`config.mk`:
```
export PLATFORM = sky130hd
export DESIGN_NAME = str_op_sequencer
export DESIGN_NICKNAME = d
export VERILOG_FILES = /design/src/rtl/str_op_pkg.sv /design/src/rtl/str_buf.sv /design/src/rtl/str_op_sequencer.sv
export SDC_FILE = /design/constraint.sdc
export NUM_CORES = 1
export LEC_CHECK = 0
export CORE_UTILIZATION = 50
export CTS_BUF_LIST = sky130_fd_sc_hd__clkbuf_2 sky130_fd_sc_hd__clkbuf_4 sky130_fd_sc_hd__clkbuf_8
export CTS_CLUSTER_DIAMETER = 60
export DETAILED_ROUTE_END_ITERATION = 8
export HOLD_SLACK_MARGIN = 0.05
export PLACE_DENSITY = 0.67
export SYNTH_ARGS = -nofsm -noshare
export SYNTH_HDL_FRONTEND = slang
export SYNTH_SLANG_ARGS = --single-unit
```
`constraint.sdc`:
```
create_clock -name clk -period 12.6 [get_ports clk]
set_clock_uncertainty 0.2 [all_clocks]
set_input_delay 1.89 -clock clk [delete_from_list [all_inputs] [get_ports clk]]
set_output_delay 1.89 -clock clk [all_outputs]
set_load 0.03 [all_outputs]
```
`src/rtl/str_op_pkg.sv`:
```
// Shared types for the string operation sequencer: operation codes, FSM states
// and the ASCII lower-case helper used by the optional case-folded palindrome compare.
package str_op_pkg;

    typedef enum logic [1:0] {
        OP_PASS = 2'd0,
        OP_REV  = 2'd1,
        OP_ROT  = 2'd2,
        OP_PAL  = 2'd3
    } op_e;

    typedef enum logic [2:0] {
        StIdle,
        StLoad,
        StProc,
        StEmit,
        StReport
    } state_e;

    function automatic logic [7:0] to_lower(input logic [7:0] c);
        if (c >= 8'h41 && c <= 8'h5a) begin
            return c + 8'h20;
        end
        return c;
    endfunction

endpackage

```
`src/rtl/str_buf.sv`:
```
// Character buffer: MAX_LEN x CW storage with one write port and two
// combinational read ports. Contents are deliberately not reset.
module str_buf #(
    parameter int unsigned MAX_LEN = 32,
    parameter int unsigned CW      = 8,
    localparam int unsigned AW     = $clog2(MAX_LEN)
) (
    input  logic          clk_i,
    input  logic          we_i,
    input  logic [AW-1:0] waddr_i,
    input  logic [CW-1:0] wdata_i,
    input  logic [AW-1:0] raddr_a_i,
    output logic [CW-1:0] rdata_a_o,
    input  logic [AW-1:0] raddr_b_i,
    output logic [CW-1:0] rdata_b_o
);

    logic [CW-1:0] mem_q [MAX_LEN];

    always_ff @(posedge clk_i) begin
        if (we_i) begin
            mem_q[waddr_i] <= wdata_i;
        end
    end

    assign rdata_a_o = mem_q[raddr_a_i];
    assign rdata_b_o = mem_q[raddr_b_i];

endmodule

```
`src/rtl/str_op_sequencer.sv`:
```
// Loads a character string, then passes, reverses, rotates or palindrome-checks it.
// Define STR_CASE_FOLD_EN to make the palindrome compare ignore ASCII letter case.
module str_op_sequencer
    import str_op_pkg::*;
#(
    parameter int unsigned MAX_LEN = 32,
    parameter int unsigned CW      = 8
) (
    input  logic                         clk,
    input  logic                         rst_n,
    input  logic                         in_valid,
    output logic                         in_ready,
    input  logic [CW-1:0]                in_data,
    input  logic                         in_last,
    input  logic [1:0]                   op,
    input  logic [$clog2(MAX_LEN):0]     rot_k,
    output logic                         out_valid,
    input  logic                         out_ready,
    output logic [CW-1:0]                out_data,
    output logic                         out_last,
    output logic                         pal_valid,
    output logic                         pal_ok,
    output logic [$clog2(MAX_LEN):0]     len_o,
    output logic                         busy,
    output logic                         err
);

    localparam int unsigned AW = $clog2(MAX_LEN);
    localparam int unsigned LW = AW + 1;
    localparam logic [LW-1:0] MaxLen = LW'(MAX_LEN);

    state_e        state_q, state_d;
    op_e           op_q, op_d;
    logic [LW-1:0] k_q, k_d;
    logic [LW-1:0] len_q, len_d;
    logic [LW-1:0] cnt_q, cnt_d;
    logic [LW-1:0] idx_q, idx_d;
    logic          err_q, err_d;
    logic          pal_ok_q, pal_ok_d;

    logic          we;
    logic [AW-1:0] waddr, raddr_a, raddr_b;
    logic [CW-1:0] rd_a, rd_b, cmp_a, cmp_b;
    logic [LW-1:0] rot_sum, last_idx;
    logic          pal_eq;

    str_buf #(
        .MAX_LEN (MAX_LEN),
        .CW      (CW)
    ) u_buf (
        .clk_i     (clk),
        .we_i      (we),
        .waddr_i   (waddr),
        .wdata_i   (in_data),
        .raddr_a_i (raddr_a),
        .rdata_a_o (rd_a),
        .raddr_b_i (raddr_b),
        .rdata_b_o (rd_b)
    );

    // Port A serves the emit index and the low palindrome index; port B the mirror index.
    always_comb begin
        last_idx = len_q - LW'(1);
        rot_sum  = idx_q + k_q;
        raddr_a  = idx_q[AW-1:0];
        raddr_b  = AW'(last_idx - idx_q);
        if (state_q == StEmit) begin
            unique case (op_q)
                OP_REV:  raddr_a = AW'(last_idx - idx_q);
                OP_ROT:  raddr_a = AW'((rot_sum >= len_q) ? rot_sum - len_q : rot_sum);
                default: raddr_a = idx_q[AW-1:0];
            endcase
        end
    end

    always_comb begin
        cmp_a = rd_a;
        cmp_b = rd_b;
`ifdef STR_CASE_FOLD_EN
        cmp_a[7:0] = to_lower(rd_a[7:0]);
        cmp_b[7:0] = to_lower(rd_b[7:0]);
`endif
        pal_eq = (cmp_a == cmp_b);
    end

    always_comb begin
        state_d  = state_q;
        op_d     = op_q;
        k_d      = k_q;
        len_d    = len_q;
        cnt_d    = cnt_q;
        idx_d    = idx_q;
        err_d    = err_q;
        pal_ok_d = pal_ok_q;
        we       = 1'b0;
        waddr    = cnt_q[AW-1:0];

        unique case (state_q)
            StIdle: begin
                if (in_valid) begin
                    we    = 1'b1;
                    waddr = '0;
                    cnt_d = LW'(1);
                    op_d  = op_e'(op);
                    k_d   = rot_k;
                    err_d = 1'b0;
                    idx_d = '0;
                    if (in_last) begin
                        len_d   = LW'(1);
                        state_d = StProc;
                    end else begin
                        state_d = StLoad;
                    end
                end
            end
            StLoad: begin
                if (in_valid) begin
                    // Beats past a full buffer are swallowed and flagged.
                    if (cnt_q < MaxLen) begin
                        we    = 1'b1;
                        cnt_d = cnt_q + LW'(1);
                    end else begin
                        err_d = 1'b1;
                    end
                    if (in_last) begin
                        len_d   = cnt_d;
                        idx_d   = '0;
                        state_d = StProc;
                    end
                end
            end
            StProc: begin
                unique case (op_q)
                    OP_ROT: begin
                        if (k_q >= len_q) begin
                            k_d = k_q - len_q;
                        end else begin
                            state_d = StEmit;
                        end
                    end
                    OP_PAL: begin
                        if (!pal_eq) begin
                            pal_ok_d = 1'b0;
                            state_d  = StReport;
                        end else if (idx_q + LW'(1) >= (len_q >> 1)) begin
                            pal_ok_d = 1'b1;
                            state_d  = StReport;
                        end else begin
                            idx_d = idx_q + LW'(1);
                        end
                    end
                    default: state_d = StEmit;
                endcase
            end
            StEmit: begin
                if (out_ready) begin
                    if (idx_q == last_idx) begin
                        state_d = StIdle;
                    end else begin
                        idx_d = idx_q + LW'(1);
                    end
                end
            end
            StReport: state_d = StIdle;
            default:  state_d = StIdle;
        endcase
    end

    always_ff @(posedge clk or negedge rst_n) begin
        if (!rst_n) begin
            state_q  <= StIdle;
            op_q     <= OP_PASS;
            k_q      <= '0;
            len_q    <= '0;
            cnt_q    <= '0;
            idx_q    <= '0;
            err_q    <= 1'b0;
            pal_ok_q <= 1'b0;
        end else begin
            state_q  <= state_d;
            op_q     <= op_d;
            k_q      <= k_d;
            len_q    <= len_d;
            cnt_q    <= cnt_d;
            idx_q    <= idx_d;
            err_q    <= err_d;
            pal_ok_q <= pal_ok_d;
        end
    end

    assign in_ready  = rst_n && (state_q == StIdle || state_q == StLoad);
    assign out_valid = (state_q == StEmit);
    assign out_data  = out_valid ? rd_a : '0;
    assign out_last  = out_valid && (idx_q == last_idx);
    assign pal_valid = (state_q == StReport);
    assign pal_ok    = pal_ok_q;
    assign len_o     = len_q;
    assign busy      = (state_q == StProc) || (state_q == StEmit) || (state_q == StReport);
    assign err       = err_q;

endmodule

```
# After elaboration in Yosys (flattened, before gate mapping)
# Memory sizes are Yosys's and may differ from the RTL's.
# Index checks and enable logic that the tools add are counted.
# totals
register_bits,31
ramBits,256
inputBits,21
output_inout_bits,21
word_cells,113
n_memories,1
# memory_table
memory,words,word_bits,read_ports,rd_ports_with_merged_regs,write_ports,line_no,source
u_buf.mem_q,32,8,2,0,1,str_buf.sv:18,logic [CW-1:0] mem_q [MAX_LEN];
# classes
n_addsub,7
n_lt_le_gt_ge,4
eq_ne,25
mux,51
reduce_logical,17
# op_table
op,n
2-to-1 mux 6 bit,18
one-hot mux 6 bit (2 select lines),3
2-to-1 mux 3 bit,8
one-hot mux 6 bit (4 select lines),1
2-to-1 mux 5 bit,4
"inequality test 2 bit, second input constant",9
"adder 6 x 1 -> 6 bit, second input constant",2
>= comparator 6 bit,2
one-hot mux 3 bit (4 select lines),1
2-to-1 mux 1 bit,10
"inequality test 2 x 1 -> 1 bit, second input constant",5
one-hot mux 5 bit (2 select lines),1
subtractor 5 bit,2
AND reduction 9 bit,1
equality test 8 bit,1
2-to-1 mux 8 bit,1
AND reduction 4 bit,2
AND reduction 7 bit,1
adder 6 bit,1
"equality test 3 x 2 -> 1 bit, second input constant",2
equality test 6 bit,1
>= comparator 6 x 5 -> 1 bit,1
"< comparator 6 bit, second input constant",1
one-hot mux 3 bit (2 select lines),1
other kinds (18),25

# Logic depth before layout (Yosys ltp)
# Gate-level depths: netlist (run 1).
# An unclocked memory read counts as a cell.
# logic_depth
word_depth,10
mapped_depth,22

# By module
# From an unflattened synthesis (run 1), not the netlist that was laid out.
# hier_totals
cells_unflattened,890
area_unflattened_um2,14988.1
# modules_own_cells
mod,instances,cells_each,area_each_um2
str_buf,1,516,11887.7
str_op_sequencer,1,374,3100.5

# Worst setup path before layout (run 1)
# Ideal clock, no wire load.
# synth_path
path_kind,reg-to-output
start,reg idx_q[0]
end,out out_data[7]
t_arrival_ps,4192
required_ps,10510
setup_slack_ps,6318
path_stages_with_launch,17
path_buffers,1
cell_sequence,dfrtp_1 -> ha_1 -> inv_1 -> fa_1 -> nand2b_1 -> a21oi_1 -> xor2_1 -> ha_1 -> nand4_1 -> o22ai_1 -> mux2i_2 -> clkbuf_1 -> a32o_1 -> o32ai_1 -> mux2_2 -> o2bb2ai_1 -> nor3_1
# synth_via
elab_chain_len,7
elab_cells_between_ends,9
classes_between,add/sub: 3; order compare: 1; mux: 4; memory: 1
# synth_rtl
item,line_no,source
"start, declared",str_op_sequencer.sv:37,"logic [LW-1:0] idx_q, idx_d;"
"start signal, assigned",str_op_sequencer.sv:185,idx_q <= idx_d;
adder 6 bit,str_op_sequencer.sv:64,rot_sum = idx_q + k_q;
subtractor 5 bit or >= comparator 6 bit (tied branches),str_op_sequencer.sv:70,OP_ROT: raddr_a = AW'((rot_sum >= len_q) ? rot_sum - len_q : rot_sum);
2-to-1 mux 5 bit,str_op_sequencer.sv:70,
one-hot mux 5 bit (2 select lines),str_op_sequencer.sv:68,unique case (op_q)
2-to-1 mux 5 bit (*),str_op_sequencer.sv:67,if (state_q == StEmit) begin
memory read (32 x 8 bit) (*),--,
2-to-1 mux 8 bit (*),str_op_sequencer.sv:193,assign out_data = out_valid ? rd_a : '0;
"end, declared",str_op_sequencer.sv:19,"output logic [CW-1:0] out_data,"
# Mark *: on every way between the ends. The rest lies on a longest branch, timed or not.

# Worst setup path after layout (run 1)
# layout_path
start,reg idx_q[0]
end,out out_data[6]
# Same word-level chain as after synthesis.

==> key figures, run 1 <==
Run status
  – Result of the run: finished clean

Timing
  – Shortest period the worst path allows: 8990 ps
  – Final count of negative-setup-slack endpoints: 0
  – Max Slew Vio Count: 0
  – Highest attainable clock frequency: 0.111 GHz
  – Final critical-path share of the clock period: 0.713
  – Hold violation count in the final report: 0
  – Worst Tran Pin Value: 1330 ps
  – Unrepaired setup endpoints after global routing: no
  – Worst Hold Slack: 316 ps
  – Total Negative Setup Slacks: 0 ps
  – Relative max-transition margin: 0.113

Drt
  – First-iteration detailed-routing DRC count: 1341
  – Total detailed-routing wirelength: 45.3 mm
  – Total DRC errors in the routed layout: 0
  – Average wire per cell in the routed design: 26.9 um
  – Antenna viol nets, final: 0
  – Vias after detailed routing: 11400
  – Number of detailed-route iterations in the first pass: 5
  – Via density per instance: 6.74

Placed design
  – Detailed placement HPWL: 29.7 mm
  – Number of buffers added on ports: 41
  – Final weighted congestion of routability-driven global placement: 0.939

Worst setup path
  – Worst flop-to-flop path startpoint: idx_q[0]
  – Start-to-end type of the worst setup path: flip-flop to output pin
  – Crit path capture type: output pin
  – Critical path startpoint category: flip-flop
  – Arrival time worst endpoint: 6900 ps
  – Slowest Stage Delay on Critical Path: 880 ps
  – Depth of the worst register-to-register path: 21
  – Slack of the worst reg-to-reg path: 5220 ps
  – Worst-path cell chain: ha_1 > inv_1 > fa_1 > nand2b_1 > a21oi_1 > xor2_1 > ha_1 > nand4_1 > o221ai_1 > or3_1 > buf_4 > nand2_4 > nand2_1 > o22ai_1 > o311a_1 > nand4_1 > nor2_1 > clkdlybuf4s50_1
  – RR Endpoint: idx_q[2]
  – Req. time, crit path: 10510 ps
  – Worst-path fanout max: 90
  – Critical-path top delay cell: nand2_4

Global routing
  – Initial antenna violation count: 0
  – Pin count of the biggest net entering global routing: 91
  – Via count of the first global-routing pass: 10900
  – Global-route usage over all layers: 0.279
  – Residual overflow from global routing: 0
  – Global-route wire length before repair: 67.7 mm

Synth
  – Count of yosys warnings during synthesis: 0
  – Cell variety after synth: 93
  – Post-synthesis cell area: 0.0160 sq mm
  – Flop and latch count out of synthesis: 287
  – Avg Synthesized Cell Area: 13.0 sq um
  – Syn Inst Count: 1228
  – Fraction of synthesized cell area taken by the top area cell type: 0.481
  – Asr flop ratio synth: 0.108
  – Leading post-synthesis cells by cell area: edfxtp_1 (48%), mux4_2 (11%), dfrtp_1 (4.9%)
  – Leading register cell type out of synthesis: edfxtp_1
  – Sequential element share of the synthesized area: 0.530
  – Area leader, netlist: edfxtp_1
  – Count of flip-flops with a built-in enable after synthesis: 256
  – Syn Nets: 1285

CTS
  – H-tree lvl count: 2
  – Number of clock buffers inserted by TritonCTS: 49
  – Hold bufs inserted after CTS: 0
  – Number of buffers between clock root and the deepest sink: 3
  – Clock Tree Root: clkbuf_8
  – Setup bufs post-CTS: 0
  – Sink count of the clock tree: 287
  – TritonCTS clock tree: built
  – Post-CTS Resized: 0
  – Worst-path clk slew: 60 ps
  – Source-to-sink clock delay at the later pin of the worst-skew pair: 600 ps

Finish
  – Diode insertion count for antenna repair: 0
  – Leading cell types in the layout, fill and taps excluded: edfxtp_1 (256), nand2_1 (92), nor2_1 (83)
  – Total Nets Final: 1305
  – Post-synthesis to final-layout area growth: 9.69%
  – Commonest non-fill, non-tap cell in the layout: edfxtp_1
  – Share of layout cells above drive strength 1: 0.162

Die
  – Area of the die: 0.0327 sq mm
  – Die W: 181 um
  – Starting utilization of the core area: 0.507
  – Rows: 65
  – Standard cell core area: 0.0315 sq mm
  – IO Count: 42
  – Height of the die: 181 um

Hold path
  – End point of the most critical hold path: err
  – Hold/Removal Path Class: flip-flop to flip-flop
  – Number of cells on the worst hold path: 2
  – Min-Delay Startpoint: err

Power
  – Static Leakage: 6.00 nW
  – Gate power share: 0.601
  – Cell-internal power: 2.75 mW
  – Relative contribution of the clock network to total power: 0.167
  – Power density over cell area: 282 mW/mm^2
  – Net switching fraction of the power: 0.444
  – Total net switching power: 2.19 mW
  – Part of the power in registers: 0.232
  – Maximum ir drop on the vdd rail: 0.241 mV

Run
  – Count of maximum capacitance violations: 0
## critical path, delay by kind of cell, from the launching register on
family          cells  cell delay [ps]
fa+ha+maj           3              950
flops               1              590
buf+inv             3             1030
simple gates        7             2460
compound gates      4              910
xor+xnor            1              260
## power groups by stage
stage | logic, mW | registers [mW] | clock network [mW]
final | 2.97 | 1.14 | 0.823
after global routing | 3.14 | 1.15 | 0.868
after CTS | 2.94 | 1.14 | 0.827
after detailed placement | 2.92 | 1.16 | 0
after global placement | 2.91 | 1.16 | 0
after floorplan | 2.19 | 1.14 | 0
## through the flow
| stage | total power [mW] | setup WS [ps] | std cells | area, sq um | utilization |
|---|---|---|---|---|---|
| 5_1_grt | 5.15 | 3310 | 1684 | 17500 | 0.556 |
| 4_1_cts | 4.91 | 3680 | 1684 | 17500 | 0.556 |
| 2_1_floorplan | 3.33 | 6320 | 1228 | 16000 | - |
| 3_5_place_dp | 4.09 | 4330 | 1599 | 16600 | 0.527 |
| 3_3_place_gp | 4.08 | 4320 | 1599 | 16600 | 0.527 |
| 6_report | 4.94 | 3610 | 1684 | 17500 | 0.556 |
## layout make-up
class	instances	area, sq um
sequential	287	8460
multi-input combinational	825	6980
inverter	29	109
tap	402	503
clock buffer	66	815
timing repair buffer	56	523
fill	2538	14000
clock inverter	19	118
## sequential cells by signal (all words and copies together), names as in the netlist
register	flops
op_q	2
cnt_q	6
pal_ok	1
k_q	6
len_o	6
idx_q	6
u_buf.mem_q	256
state_q	3
err	1
## cell usage after synthesis (9+ instances only)
library cell / count
edfxtp_1: 256
nand2_1: 92
nor2_1: 83
and3_1: 80
mux4_2: 80
a211oi_1: 64
clkbuf_1: 44
a21oi_1: 41
o21ai_0: 40
mux2i_1: 35
ha_1: 32
dfrtp_1: 31
inv_1: 29
buf_2: 19
nand3_1: 19
xnor2_1: 14
xor2_1: 14
nand4_1: 13
nand2b_1: 10
a21boi_0: 9
a21o_1: 9
a31oi_1: 9
and2_1: 9
nor2b_1: 9
## layer usage
metal	up-vias	track usage	share of wire
li1	4915	-	-
met1	5704	0.391	0.41
met2	644	0.434	0.46
met3	87	0.0514	0.099
met4	0	0.101	0.029
met5	-	0	0
## worst max path at each step
stage | startpoint | to | cells after the start
floorplan | idx_q[0] | out_data[7] | 16
global placement | idx_q[0] | out_data[6] | 18
detailed placement | idx_q[0] | out_data[6] | 17
CTS | idx_q[0] | out_data[6] | 18
global route | idx_q[0] | out_data[6] | 18
finish | idx_q[0] | out_data[6] | 18
## kinds of logic after synthesis
family | share of synthesized area
and+or+nand+nor | 0.119
DFF | 0.530
AOI/OAI and AO/OA | 0.128
muxes | 0.142
buffers and inverters | 0.0346
adders and majority gates | 0.0301
xor gates and xnor gates | 0.0164
Note: power is estimated with default switching activity, not from simulation.
==> run 2, diff against run 1 <==
PLACE_DENSITY = 0.69   (was 0.67)
clock period = 7.65 ns   (was 12.6 ns; I/O delays follow)
==> run 2 against run 1 <==
  * Global-route usage is 0.42 points higher
  * Highest routed layer is now met5
  * Hold slack worse by 16 ps
  * Sequential power is 66% higher
  * Cell count is 0.59% higher
  * Final area is 0.62% higher
  * Combinational power is 68% higher
==> key figures, run 2 (same netlist as run 1, synthesis figures left out) <==
Finish
  – Diode insertion count for antenna repair: 0 (unchanged)
  – Total Nets Final: 1315 (+0.77%)
  – Post-synthesis to final-layout area growth: 10.4%
  – Footprint of the multi-input gates: 0.00699 sq mm (+0.14%)
  – Sequential cell area: 0.00846 sq mm (unchanged)
  – Max FFs per register: 256 (unchanged)
  – Register ranked first by flip-flop count: u_buf.mem_q
  – Share of layout cells above drive strength 1: 0.179 (+0.0165)
  – Leading cell types in the layout, fill and taps excluded: edfxtp_1 (256), nand2_1 (92), nor2_1 (83)
  – Filler instances: 2495 (-1.7%)
  – Commonest non-fill, non-tap cell in the layout: edfxtp_1

Power
  – Static Leakage: 6.10 nW (+1.6%)
  – Power density over cell area: 467 mW/mm^2 (+66%)
  – Maximum ir drop on the vdd rail: 0.301 mV (+25%)
  – Overall power of the completed layout: 8.23 mW (+67%)

Timing
  – Final critical-path share of the clock period: 0.972
  – Shortest period the worst path allows: 7430 ps
  – Final count of negative-setup-slack endpoints: 0 (unchanged)
  – Total Negative Setup Slacks: 0 ps (unchanged)
  – Worst Hold Slack: 300 ps (-16.5 ps)
  – Unrepaired setup endpoints after global routing: no
  – Max Slew Vio Count: 0 (unchanged)
  – Highest attainable clock frequency: 0.135 GHz
  – Hold violation count in the final report: 0 (unchanged)
  – Crit path setup slack, layout: 218 ps (-3390 ps)
  – Relative max-transition margin: 0.123 (+0.00965)
  – Worst Tran Pin Value: 1310 ps (-14.4 ps)

Placed design
  – Post-Place Worst Slack: 940 ps (-3390 ps)
  – Final weighted congestion of routability-driven global placement: 0.942 (+0.27%)
  – Detailed placement HPWL: 30.6 mm (+3.1%)
  – Number of buffers added on ports: 41 (unchanged)

Global routing
  – Pin count of the biggest net entering global routing: 55 (-40%)
  – Global-route wire length before repair: 69.2 mm (+2.2%)
  – Global-route usage over all layers: 0.283 (+0.00421)
  – Via count of the first global-routing pass: 11100 (+1.5%)
  – Initial antenna violation count: 1 (+1)
  – Residual overflow from global routing: 0 (unchanged)

Drt
  – Vias after detailed routing: 11500 (+1.7%)
  – Total DRC errors in the routed layout: 0 (unchanged)
  – Via density per instance: 6.81 (+1.1%)
  – Average wire per cell in the routed design: 27.0 um (+0.37%)
  – First-iteration detailed-routing DRC count: 1354 (+0.97%)
  – Total detailed-routing wirelength: 45.7 mm (+0.96%)
  – Antenna viol nets, final: 0 (unchanged)
  – Number of detailed-route iterations in the first pass: 8 (+3)

Run
  – Count of maximum capacitance violations: 0 (unchanged)

CTS
  – Source-to-sink clock delay at the later pin of the worst-skew pair: 590 ps (about the same)
  – H-tree lvl count: 2 (unchanged)
  – Worst-path clk slew: 60 ps (about the same)
  – Sink count of the clock tree: 287 (unchanged)
  – Setup bufs post-CTS: 0 (unchanged)
  – TritonCTS clock tree: built
  – Number of clock buffers inserted by TritonCTS: 47 (-4.1%)
  – Clock Tree Root: clkbuf_8
  – Hold bufs inserted after CTS: 0 (unchanged)
  – Number of buffers between clock root and the deepest sink: 3 (unchanged)
  – Post-CTS Resized: 0 (unchanged)

Die
  – Area of the die: 0.0327 sq mm (unchanged)
  – Starting utilization of the core area: 0.507 (unchanged)
  – Die W: 181 um (unchanged)
  – Standard cell core area: 0.0315 sq mm (unchanged)
  – IO Count: 42 (unchanged)
  – Rows: 65 (unchanged)
  – Height of the die: 181 um (unchanged)

Worst setup path
  – Worst flop-to-flop path startpoint: idx_q[0]
  – Arrival time worst endpoint: 6080 ps (-820 ps)
  – Start-to-end type of the worst setup path: flip-flop to output pin
  – Worst-path fanout max: 11 (-88%)
  – RR Endpoint: idx_q[2]
  – Depth of the worst register-to-register path: 21 (unchanged)
  – Req. time, crit path: 6300 ps (-4210 ps)
  – Crit path capture type: output pin
  – Slack of the worst reg-to-reg path: 960 ps (-4260 ps)
  – Critical path startpoint category: flip-flop

Run status
  – Result of the run: finished clean

Hold path
  – End point of the most critical hold path: err
  – Hold/Removal Path Class: flip-flop to flip-flop
  – Min-Delay Startpoint: err
  – Number of cells on the worst hold path: 2 (unchanged)
## run 2: cell types whose count changed in the layout (fill, tap and decap cells not counted), sizes merged
cell and delta:
clkinv -2, buf +20, inv +1, clkdlybuf4s50 -8, clkinvlp -1
## run 2: power breakdown
part	internal [mW]	switching [mW]	total (mW)
Combinational	2.09	2.91	5.00
Clock	0.711	0.631	1.34
Sequential	1.78	0.104	1.89
## run 2: how the worst max path moves through the flow
stage	endpoint	from	cells after the start	slack [ps]
detailed placement	out_data[0]	idx_q[0]	18	940
floorplan	out_data[7]	idx_q[0]	16	2110
global placement	out_data[6]	idx_q[0]	19	1090
global route	out_data[6]	idx_q[0]	19	4
finish	out_data[0]	idx_q[0]	17	220
CTS	out_data[6]	idx_q[0]	19	300
## run 2: worst max-delay path: stages, from the launching register on
cell and delay [ps]:
dfrtp_1 580, ha_1 250, inv_1 60, fa_1 390, nand2b_1 160, a21oi_1 160, xor2_1 260, ha_1 320
nand4_1 160, o221ai_1 230, nor3_1 470, o21ai_0 280, a221oi_2 980, o21ai_0 460, o311ai_1 290, a211o_1 220
nor2_1 50, buf_4 190
## run 2: layout make-up
type / instances / share of cell area
timing repair buffer: 68 / 0.0358
sequential: 287 / 0.480
inverter: 29 / 0.00618
clock inverter: 17 / 0.00724
tap: 402 / 0.0285
multi-input combinational: 825 / 0.397
clock buffer: 66 / 0.0452
## run 2: layer usage
metal | routed length (um) | GRT usage | vias up
li1 | - | - | 4954
met1 | 18100 | 0.392 | 5743
met5 | 14 | 0 | -
met2 | 21100 | 0.438 | 711
met3 | 4900 | 0.0587 | 131
met4 | 1700 | 0.112 | 2
## run 2: stage by stage
stage	cells	utilization	area (sq um)
global placement	1611	0.530	16700
detailed placement	1611	0.530	16700
finish	1694	0.560	17600
floorplan	1228	-	16000
global route	1694	0.560	17600
CTS	1694	0.560	17600
==> RTL change: new RTL, config.mk and constraints of run 1 <==
Make the reset (`rst_n`) synchronous in one clocked block.
--- a/src/rtl/str_op_sequencer.sv
+++ b/src/rtl/str_op_sequencer.sv
@@ -168,3 +168,3 @@
 
-    always_ff @(posedge clk or negedge rst_n) begin
+    always_ff @(posedge clk) begin
         if (!rst_n) begin
Function: differs if rst_n is asserted again (counterexample within 4 cycles, from zero or initial values and one cycle with rst_n low); with rst_n held inactive, the same outputs for 4 cycles.
==> RTL change against run 1 <==
Count of clock-buffer cells in the layout is 14 higher. Area after synthesis is 0.71% lower. Wire length is 4.2% higher. Synthesized cell count is 3.3% higher. Setup slack worse by 130 ps. Final area is 0.19% higher. Sequential cell count stayed put. Maximum frequency is 1.4% lower. Worst hold slack worse by 1.9 ps. Die area is 0.71% lower. Register-to-register slack better by 100 ps. Critical path type unchanged.
Power is not compared: it rests on default switching activity, and its combinational part moved more than twofold at a synthesized area within 25%.
==> RTL change: results (changes against run 1) <==
* Ys async rst share at 0% (was 10.8%)
* Placed Area at 16500 sq um (was 16600 sq um)
* Count of cell types in the netlist at 80 (was 93)
* DP HPWL at 31400 microns (was 29700 microns)
* Buffer share of cell area at 3.11% (was 2.99%)
* Fillers at 2533 (was 2538)
* Syn Area/Cell at 12.5 sq um (was 13.0 sq um)
* Drt first pass iters at 6 (was 5)
* Synth Area in Adders at 3.03% (was 3.01%)
* CP Launch Point: idx_q[0] (unchanged)
* CP max-delay cell: clkdlybuf4s50_1 (was nand2_4)
* Synth Area in Compound Gates at 12.2% (was 12.8%)
* Clkbuf count at 80 (was 66)
* CTS Buf Count at 50 (was 49)
* Cell Count Post-Placement at 1641 (was 1599)
* RR Endpoint: idx_q[3] (was idx_q[2])
* Post-synth top cells: edfxtp_1, nand2_1, mux4_2 (was edfxtp_1, nand2_1, nor2_1)
* Initial antenna violation count at 2 (was 0)
* Outcome: complete, no violations (unchanged)
* Signal inverters at 30 (was 29)
* DRT iter0 DRCs at 1651 (was 1341)
* Gpl congestion at 1.01 (was 0.939)
* Mux contribution to synthesized area at 14.7% (was 14.2%)
* Post-Route Utilization at 56.8% (was 55.6%)
* Vias in the first global route at 11400 (was 10900)
* Vias at 11700 (was 11400)
* Clock network area share at 5.83% (was 5.32%)
* Layout Nets at 1354 (was 1305)
* CP endpoint: out_data[4] (was out_data[6])
* Post-synthesis xor/xnor area fraction at 1.76% (was 1.64%)
* R2R setup slack at 5320 ps (was 5220 ps)
* Sequential cell area share at 47.3% (was 48.3%)
* Place WS at 4200 ps (was 4330 ps)
* First-pass GRT wire length at 71000 microns (was 67700 microns)
* Synth top area cells: edfxtp_1, mux4_2, dfxtp_1 (was edfxtp_1, mux4_2, dfrtp_1)
* Peak fanout along the critical path at 37 (was 90)
* Crit-path max cell delay at 690 ps (was 880 ps)
* Fmax at 110 MHz (was 111 MHz)
[RTL change: worst min path at each step]
stage / to / startpoint / depth (start not counted)
3_3_place_gp: err / err / 2
6_report: err / err / 2
2_1_floorplan: op_q[1] / op_q[1] / 2
5_1_grt: len_o[3] / len_o[3] / 2
3_5_place_dp: err / err / 2
4_1_cts: err / err / 2
[RTL change: layer usage]
| layer | global-route usage [%] | vias to the layer above | part of all wire (%) |
|---|---|---|---|
| li1 | - | 5092 | - |
| met1 | 39.1 | 5772 | 38 |
| met2 | 45.1 | 739 | 46 |
| met3 | 7.72 | 134 | 11 |
| met4 | 12.7 | 0 | 4.2 |
| met5 | 0 | - | 0 |
[RTL change: power breakdown]
part	internal (mW)	switching (mW)	total (mW)
combinational	0.181	0.268	0.448
clock	0.488	0.386	0.874
sequential	1.05	0.0130	1.06
total	1.72	0.667	2.38
